File: src/rtl/step_seq_pkg.sv
// Shared encodings and default sizes for the step sequencer that drives
// the 9-state digit display FSM.
package step_seq_pkg;

    localparam int NUM_STATES_DEF   = 9;
    localparam int STATE_W_DEF      = 4;
    localparam int WAIT_TIMEOUT_DEF = 3;

    typedef enum logic [1:0] {
        MODE_MANUAL = 2'b00,
        MODE_AUTO   = 2'b01,
        MODE_SEEK   = 2'b10,
        MODE_HOLD   = 2'b11
    } mode_e;

    typedef enum logic [1:0] {
        IDLE = 2'b00,
        STEP = 2'b01,
        WAIT = 2'b10
    } ctrl_state_e;

endpackage

File: src/rtl/step_sequencer_btn_sync_edge.sv
// Brings the raw pushbutton into the clk domain and flags its rising edge
// as a single-cycle pulse.
module btn_sync_edge (
    input  logic clk,
    input  logic reset,
    input  logic btn,
    output logic rise
);

    logic sync1, sync2, prev;

    always_ff @(posedge clk or negedge reset) begin
        if (!reset) begin
            sync1 <= 1'b0;
            sync2 <= 1'b0;
            prev  <= 1'b0;
        end else begin
            sync1 <= btn;
            sync2 <= sync1;
            prev  <= sync2;
        end
    end

    assign rise = sync2 & ~prev;

endmodule

File: src/rtl/step_sequencer.sv
// Drives the display FSM's step input in manual, auto-run or seek mode and
// confirms each step against the FSM's reported state.
module step_sequencer
    import step_seq_pkg::*;
#(
    parameter int TICK_DIV     = 50_000_000,
    parameter int NUM_STATES   = NUM_STATES_DEF,
    parameter int STATE_W      = STATE_W_DEF,
    parameter int WAIT_TIMEOUT = WAIT_TIMEOUT_DEF
) (
    input  logic               clk,
    input  logic               reset,
    input  logic               btn_step,
    input  logic [1:0]         mode,
    input  logic               start,
    input  logic [STATE_W-1:0] target,
    input  logic [STATE_W-1:0] fsm_state,
    output logic               step_out,
    output logic               busy,
    output logic               done,
    output logic               err,
    output logic [7:0]         step_count
);

    localparam int PRESC_W = (TICK_DIV > 2) ? $clog2(TICK_DIV) : 1;
    localparam logic [PRESC_W-1:0] PRESC_MAX = PRESC_W'(TICK_DIV - 1);
    localparam int TMO_W = $clog2(WAIT_TIMEOUT + 1);
    localparam logic [TMO_W-1:0] TMO_LAST = TMO_W'(WAIT_TIMEOUT - 1);
    localparam logic [STATE_W-1:0] LAST_STATE = STATE_W'(NUM_STATES - 1);

    ctrl_state_e state_q, state_d;
    mode_e       mode_sel;
    logic        rise, tick, illegal;
    logic [PRESC_W-1:0] presc;
    logic [TMO_W-1:0]   wait_cnt;
    logic [STATE_W-1:0] expected_q, target_q;
    logic seek_q, halted_q, err_q, done_q;
    logic set_err, clr_err, set_done, set_seek, clr_seek, set_halt;

    assign mode_sel = mode_e'(mode);
    assign illegal  = (fsm_state > LAST_STATE);

    btn_sync_edge u_btn (
        .clk   (clk),
        .reset (reset),
        .btn   (btn_step),
        .rise  (rise)
    );

    always_ff @(posedge clk or negedge reset) begin
        if (!reset) begin
            presc <= '0;
        end else if (mode_sel != MODE_AUTO || presc == PRESC_MAX) begin
            presc <= '0;
        end else begin
            presc <= presc + 1'b1;
        end
    end

    assign tick = (mode_sel == MODE_AUTO) && (presc == PRESC_MAX);

    always_ff @(posedge clk or negedge reset) begin
        if (!reset) begin
            state_q <= IDLE;
        end else begin
            state_q <= state_d;
        end
    end

    always_comb begin
        state_d  = state_q;
        set_err  = 1'b0;
        clr_err  = 1'b0;
        set_done = 1'b0;
        set_seek = 1'b0;
        clr_seek = 1'b0;
        set_halt = 1'b0;
        case (state_q)
            IDLE: begin
                if (illegal) begin
                    set_err  = 1'b1;
                    set_halt = 1'b1;
                end else begin
                    case (mode_sel)
                        MODE_MANUAL: if (rise && !halted_q) state_d = STEP;
                        MODE_AUTO:   if (tick && !halted_q) state_d = STEP;
                        MODE_SEEK: begin
                            if (start) begin
                                if (target > LAST_STATE) begin
                                    set_err = 1'b1;
                                end else if (fsm_state == target) begin
                                    set_done = 1'b1;
                                end else begin
                                    clr_err  = 1'b1;
                                    set_seek = 1'b1;
                                    state_d  = STEP;
                                end
                            end
                        end
                        default: ;
                    endcase
                end
            end
            STEP: state_d = WAIT;
            WAIT: begin
                if (illegal) begin
                    set_err  = 1'b1;
                    set_halt = 1'b1;
                    clr_seek = 1'b1;
                    state_d  = IDLE;
                end else if (fsm_state == expected_q) begin
                    // A seek only continues or completes while still in seek mode
                    if (seek_q && mode_sel == MODE_SEEK && expected_q != target_q) begin
                        state_d = STEP;
                    end else begin
                        set_done = seek_q && (mode_sel == MODE_SEEK);
                        clr_seek = 1'b1;
                        state_d  = IDLE;
                    end
                end else if (wait_cnt == TMO_LAST) begin
                    set_err  = 1'b1;
                    clr_seek = 1'b1;
                    state_d  = IDLE;
                end
            end
            default: state_d = IDLE;
        endcase
    end

    always_ff @(posedge clk or negedge reset) begin
        if (!reset) begin
            err_q      <= 1'b0;
            done_q     <= 1'b0;
            seek_q     <= 1'b0;
            halted_q   <= 1'b0;
            target_q   <= '0;
            expected_q <= '0;
            wait_cnt   <= '0;
            step_count <= 8'd0;
        end else begin
            done_q <= set_done;
            if (set_err) begin
                err_q <= 1'b1;
            end else if (clr_err) begin
                err_q <= 1'b0;
            end
            if (set_halt) begin
                halted_q <= 1'b1;
            end else if (clr_err) begin
                halted_q <= 1'b0;
            end
            if (set_seek) begin
                seek_q   <= 1'b1;
                target_q <= target;
            end else if (clr_seek) begin
                seek_q <= 1'b0;
            end
            if (state_q == STEP) begin
                expected_q <= (fsm_state == LAST_STATE) ? '0 : fsm_state + 1'b1;
                step_count <= step_count + 8'd1;
                wait_cnt   <= '0;
            end else if (state_q == WAIT) begin
                wait_cnt <= wait_cnt + 1'b1;
            end
        end
    end

    assign step_out = (state_q == STEP);
    assign busy     = (state_q != IDLE);
    assign done     = done_q;
    assign err      = err_q;

endmodule

File: config.mk
export PLATFORM = sky130hd
export DESIGN_NAME = step_sequencer
export DESIGN_NICKNAME = d
export VERILOG_FILES = /design/src/rtl/step_seq_pkg.sv /design/src/rtl/step_sequencer_btn_sync_edge.sv /design/src/rtl/step_sequencer.sv
export SDC_FILE = /design/constraint.sdc
export NUM_CORES = 1
export LEC_CHECK = 0
export ABC_AREA = 1
export CAP_MARGIN = 10
export CELL_PAD_IN_SITES_DETAIL_PLACEMENT = 1
export CELL_PAD_IN_SITES_GLOBAL_PLACEMENT = 2
export CORE_MARGIN = 8
export CORE_UTILIZATION = 31
export DETAILED_ROUTE_END_ITERATION = 6
export PLACE_DENSITY = 0.79
export RECOVER_POWER = 50
export SLEW_MARGIN = 20
export SYNTH_ARGS = -nofsm -noshare
export SYNTH_HDL_FRONTEND = slang
export SYNTH_SLANG_ARGS = --single-unit
File: constraint.sdc
create_clock -name clk -period 1.3 [get_ports clk]
set_input_delay 0.26 -clock clk [delete_from_list [all_inputs] [get_ports clk]]
set_output_delay 0.26 -clock clk [all_outputs]
set_load 0.02 [all_outputs]
======== Word level (Yosys, flattened, before mapping) ========
Cells that the tools add are included.
storage, ports and cells
  input bits .............................. 14
  logic and storage cells ................. 106
  bits in registers ....................... 53
operators by class
  $add $sub $neg .......................... 4
  bitwise operators ....................... 2
  reductions and logical operators ........ 16
  magnitude comparators ................... 2
  mux-type cells .......................... 50
  equality and inequality tests ........... 19
operators by type and width
  cell                   number
  $mux 1                 33
  $add 26x1->26 const B  1
  $eq 26x26->1 const B   1
  $mux 26                1
  $mux 2                 11
  $ne 3x3->1 const B     5
  $pmux 2 s3             2
  $reduce_bool 2->1      5
  $add 8x1->8 const B    1
  $eq 4x4->1             2
  $gt 4x4->1 const B     2
  $reduce_and 8->1       1
  $eq 2x2->1 const B     3
  $logic_and 1x1->1      5
  $add 4x1->4 const B    1
  $eq 2x1->1 const B     2
  $eq 4x4->1 const B     1
  $logic_not 2->1        2
  $mux 4                 1
  $ne 4x3->1 const B     1
  $ne 4x4->1             1
  $ne 4x4->1 const B     1
  $pmux 1 s2             2
  $add 2x1->2 const B    1
  other kinds (7)        7

======== Logic depth before layout (Yosys ltp) ========
  depth in word-level cells ............... 9
  depth in mapped cells ................... 12

======== By module ========
A second synthesis with hierarchy kept.
second synthesis, totals
  cell total of the unflattened synthesis .. 401
  area total of the unflattened synthesis .. 3114.2 µm²
modules (own cells, without submodules)
  module          instances  cells an instance  seq. area each (µm²)  area each (µm²)
  step_sequencer  1          396                1251.2                3029.2
  btn_sync_edge   1          5                  75.1                  85.1

======== Worst setup path after synthesis ========
Ideal clock, no wire load.
  kind .................................... register to register
  from .................................... register state_q[0]
  to ...................................... register target_q[0]
  slack ................................... -261 ps
  period minus slack after synthesis ...... 1561 ps
  arrival time ............................ 1426 ps
  stages on the path, launching flop included .. 8
  path through ............................ dfrtp_1 -> inv_1 -> ha_1 -> inv_1 -> nor2_1 -> nand2_1 -> nor2_1 -> o21ai_0
between the ends
  cells in the longest elaborated chain, start to end .. 2
ends and longest elaborated chain
  element                 line                   RTL
  start, declared         step_sequencer.sv:31   ctrl_state_e state_q, state_d;
  start signal, assigned  step_sequencer.sv:66   state_q <= state_d;
  $logic_not 2->1         step_sequencer.sv:78   case (state_q)
  $mux 1                  step_sequencer.sv:78
  end signal, assigned    step_sequencer.sv:154  target_q <= target;
  end, declared           step_sequencer.sv:36   logic [STATE_W-1:0] expected_q, target_q;
Every way passes these cells.
A chain may end at the register's enable or synchronous reset.

======== Worst setup path after layout ========
  from .................................... register presc[1]
  to ...................................... register presc[22]
between the ends
  cells in the longest elaborated chain, start to end .. 3
  elaborated cells on any way between the ends .. 4
  those cells by class .................... add/sub: 1; eq/ne: 1; mux: 1; reduce/logical: 1
ends and longest elaborated chain
  element                                                line                  RTL
  start, declared                                        step_sequencer.sv:34  logic [PRESC_W-1:0] presc;
  start signal, assigned                                 step_sequencer.sv:56  presc <= presc + 1'b1;
  branches (longest 2 deep; another with $add 26x1->26)  -
  $mux 26 (*)                                            step_sequencer.sv:53  end else if (mode_sel != MODE_AUTO || presc == PRESC_MAX) begin
Mark *: on every way between the ends.

==> run summary <==
The detail route stage leaves a number of antenna-violating nets equal to 0. Post-synthesis net count: 429. At the pin with the least slew margin, the transition time is 744.9 ps.

For the wire length reported by the detailed router, the log shows 10770 um. Multiplexer fraction of the synthesized cell area: 0%. The tools report the number of buffers added by the clock tree synthesis step as 5. The XOR/XNOR share of the synthesized area came out at 3.660%. The global placement routability congestion was 0.8113.

Number of distinct library cell variants in the gate-level netlist after synthesis: 33. STA classifies the critical path endpoint as a flip-flop. The class of the tightest hold or removal check is reg -> reg.

Before antenna repair, the detailed router went through 6 iterations. For this configuration, the core starts out at a cell density of 31.82%. The total of buffers placed on input and output ports was 25; the cell area after technology mapping was 3110 sq um.

For this block, the initial DRC count from the detailed router was 82. Per-instance average area after synthesis: 7.718 sq um. The clock slew at the register clock pins of the worst setup and hold paths was 110 ps; the number of global-route vias before repair was 3642. TritonCTS built the clock tree. Yosys printed 0 warnings. Number of H-tree branching levels: 2.

The post-layout minimum cycle time came out at 1641 ps. Static timing analysis puts the maximum clock frequency at 609.4 MHz. Counting flops with a built-in enable in the synthesized netlist gives 0. The die covers 13500 sq um. The largest net degree at the start of global routing was 54. STA puts the critical path data arrival time at 1890 ps.

Final period utilization: 126.2%. In this run the register-to-register setup slack is -340 ps. The detailed router placed 3251 vias in this run. Among the stages of the critical path, the cell type that occurs most often is sky130_fd_sc_hd__buf_4. The maximum VDD drop was 1.236 mV; the routed via count divided by cell count was 4.718. The top-area cell type share of the netlist area was 42.64%; the CTS sink count was 53. The die width came out at 116.2 um. For the count of unresolved DRC violations after routing, the log shows 0. The tools report the startpoint of the tightest hold check path as u_btn.sync1. For the worst flop-to-flop path, the logic depth is 10. The library cell used as clock root buffer was sky130_fd_sc_hd__clkbuf_8.

Yosys instantiated no cell more often than sky130_fd_sc_hd__nand2_1. After synthesis the netlist holds a flip-flop and latch count of 53. The initial antenna violation count is 0, and the combined buffer and inverter count along the critical path is 4.

The worst clock skew came out at 5.760 ps. The critical path is of the reg -> reg type. Leading area contributor after synthesis: sky130_fd_sc_hd__dfrtp_1. The logs give -10020 ps for the aggregate negative setup slack and 9774 sq um for the total core area. The run gives 0 as the final-report hold violation count. Counting instances in the post-synthesis netlist gives the leading cell types as sky130_fd_sc_hd__nand2_1, sky130_fd_sc_hd__nor2_1, sky130_fd_sc_hd__dfrtp_1, sky130_fd_sc_hd__inv_1, sky130_fd_sc_hd__nand3_1. After legalization and detailed placement, the total HPWL measured 7208 um. The logs give 0 for the count of final max-slew check failures and 310 ps for the clock latency of the later-clocked register in the worst-skew pair.

For this design, the slowest cell found on the critical path is sky130_fd_sc_hd__dfrtp_1. The synthesized netlist devotes 6.758% of its cell area to compound gates. After floorplanning, the core was divided into 36 placement rows. The signal on the critical path passes through ha_4 > nand3_4 > nor2_4 > buf_6 > buf_4 > buf_4 > buf_4 > nand4_1 > xor2_1 > nor2_1.

By area, the combinational part of the netlist is dominated by simple AND/OR/NAND/NOR gates. The power density normalized to cell area was 1266 nW/um^2. Once placement completed, the tool counted placed cells totaling 649.

The fraction of layout cells with a size suffix above 1 works out to 46.94%. The die height works out to 116.2 um. The kind of cell with the highest combined delay along the critical path is simple AND/OR/NAND/NOR gates. In this run the worst path has a maximum fanout of 2.

The number of diodes came out at 0. The fraction of the yosys area taken by sequential cells came out at 42.64%. Destination of the worst hold path: u_btn.sync2.

Dividing the detail-routed wire length by the instance count gives 15.63 um. The total overflow left after global routing is 0. The count of cells along the worst hold path is 0. The worst setup path is launched from a flip-flop. Setup repair after global routing could not meet its margin everywhere. Once layout is done, the placed cells without fillers occupy 5129 sq um. For the placed cell area, the log shows 4269 sq um. Counting flops with an async set or reset pin after synthesis yields a share of 100.0%.

Commonest register cell after synthesis: sky130_fd_sc_hd__dfrtp_1. The beginning of the critical path was presc[1]. Excluding fillers, the count of instances in the completed layout stands at 689. The area growth from synthesis to layout is 64.88%, and the post-route worst hold slack is 362.2 ps. The logs give 0 for the max capacitance violation total and 17220 um for the first-pass GRT wire length. By area the synthesized netlist is led by sky130_fd_sc_hd__dfrtp_1, sky130_fd_sc_hd__nand2_1, sky130_fd_sc_hd__nor2_1. In this run the tightest slew margin relative to its limit is 50.34%.

26 I/O pins were placed. The flow ran to the end, but the final reports show violations. After Yosys synthesis, and, or, nand and nor cells account for 34.59% of the synthesized area.

The final count of negative-setup-slack endpoints was 47; the global-route usage over all layers was 16.26%. The post-synthesis adder-cell area fraction was 4.827%; the maximum cell stage delay along the critical path was 410 ps. The layout has 1155 filler cells. The final reports fail on setup timing. Counting every instance in the synthesized netlist gives 403. The logs give -341.0 ps for the smallest setup slack after layout and 581 for the number of nets in the final layout. The startpoint identified for the worst register-to-register timing path is presc[1]. The analysis attributes to cell leakage a power of 2.493 nW. The worst-case clock buffer depth was 2; the fraction of the core area covered by cells at the end of the flow was 52.47%. Endpoint of the most critical register-to-register path: presc[22]. The run gives 1550 ps as the data required time of the critical path.
registers in the layout (all words and copies together), names as in the netlist:
signal / flops
target_q: 4
presc: 26
step_count: 8
halted_q: 1
expected_q: 4
state_q: 2
err: 1
seek_q: 1
u_btn.sync1: 1
done: 1
wait_cnt: 2
u_btn.prev: 1
u_btn.sync2: 1
per-stage QoR:
step	power, mW	setup slack [ps]
5_1_grt	6.897	-421.0
3_5_place_dp	4.552	-652.3
2_1_floorplan	3.439	-136.3
4_1_cts	6.036	-311.1
6_report	6.495	-341.0
3_3_place_gp	4.438	-545.8
what timing repair did:
item                                    in CTS  in global routing
resized for setup                          101                 96
cloned                                       1                  0
buffers inserted                            20                 20
pin swaps                                   24                 47
endpoints found under the hold margin       53                  0
hold buffers                                 1                  0
endpoints found under the setup margin      54                 59
cell usage in the layout (no fill, tap or decap), types with 6 or more instances in the layout:
cell type / instances
sky130_fd_sc_hd__nand2_2: 13
sky130_fd_sc_hd__nand2_1: 86
sky130_fd_sc_hd__nand3_2: 7
sky130_fd_sc_hd__dlygate4sd2_1: 9
sky130_fd_sc_hd__xor2_1: 7
sky130_fd_sc_hd__nand4_1: 6
sky130_fd_sc_hd__inv_2: 16
sky130_fd_sc_hd__buf_6: 24
sky130_fd_sc_hd__buf_4: 97
sky130_fd_sc_hd__nand2_4: 6
sky130_fd_sc_hd__dfrtp_1: 50
sky130_fd_sc_hd__nand3_1: 14
sky130_fd_sc_hd__nor2_1: 40
sky130_fd_sc_hd__nor3_4: 6
sky130_fd_sc_hd__ha_1: 6
sky130_fd_sc_hd__inv_1: 39
sky130_fd_sc_hd__nor3_2: 6
sky130_fd_sc_hd__nor2_4: 16
sky130_fd_sc_hd__nor2_2: 14
sky130_fd_sc_hd__a21oi_1: 9
layout make-up:
type	count	area, sq um	area share [%]
repair buffers	148	1261	24.59
multi-input cells	289	2031	39.60
flip-flops and latches	53	1330	25.93
clock buffers	5	68.82	1.342
clock inverters	3	46.29	0.9027
well taps	133	166.4	3.245
inverters	58	225.2	4.391
worst max path at each step:
stage,to,slack [ps],cells after the start
finish,presc[22],-340,10
CTS,presc[24],-310,10
global route,presc[22],-420,10
floorplan,presc[24],-140,10
detailed placement,state_q[0],-650,10
global placement,err,-550,11
power by group:
part	switching, mW	total [mW]	internal (mW)
combinational	1.67	3.13	1.46
sequential	0.209	2.17	1.96
clock	0.625	1.20	0.578
kinds of logic after synthesis:
kind of cell	count (synthesis)
XOR/XNOR	13
adder cells (fa/ha/maj)	12
buffers and inverters	61
AND/OR/NAND/NOR	228
flip-flops	53
AO/OA/AOI/OAI	36
metal layers:
| metal | share of wire (%) | wire length [um] | up-vias | track usage, % |
|---|---|---|---|---|
| met5 | 0 | 0 | - | 0 |
| met4 | 2.1 | 223 | 0 | 4.581 |
| met3 | 1.9 | 207 | 17 | 2.275 |
| met2 | 56 | 6058 | 33 | 31.71 |
| met1 | 40 | 4277 | 1622 | 17.69 |
| li1 | - | - | 1579 | - |
No activity file was read; power rests on OpenSTA's default activity.
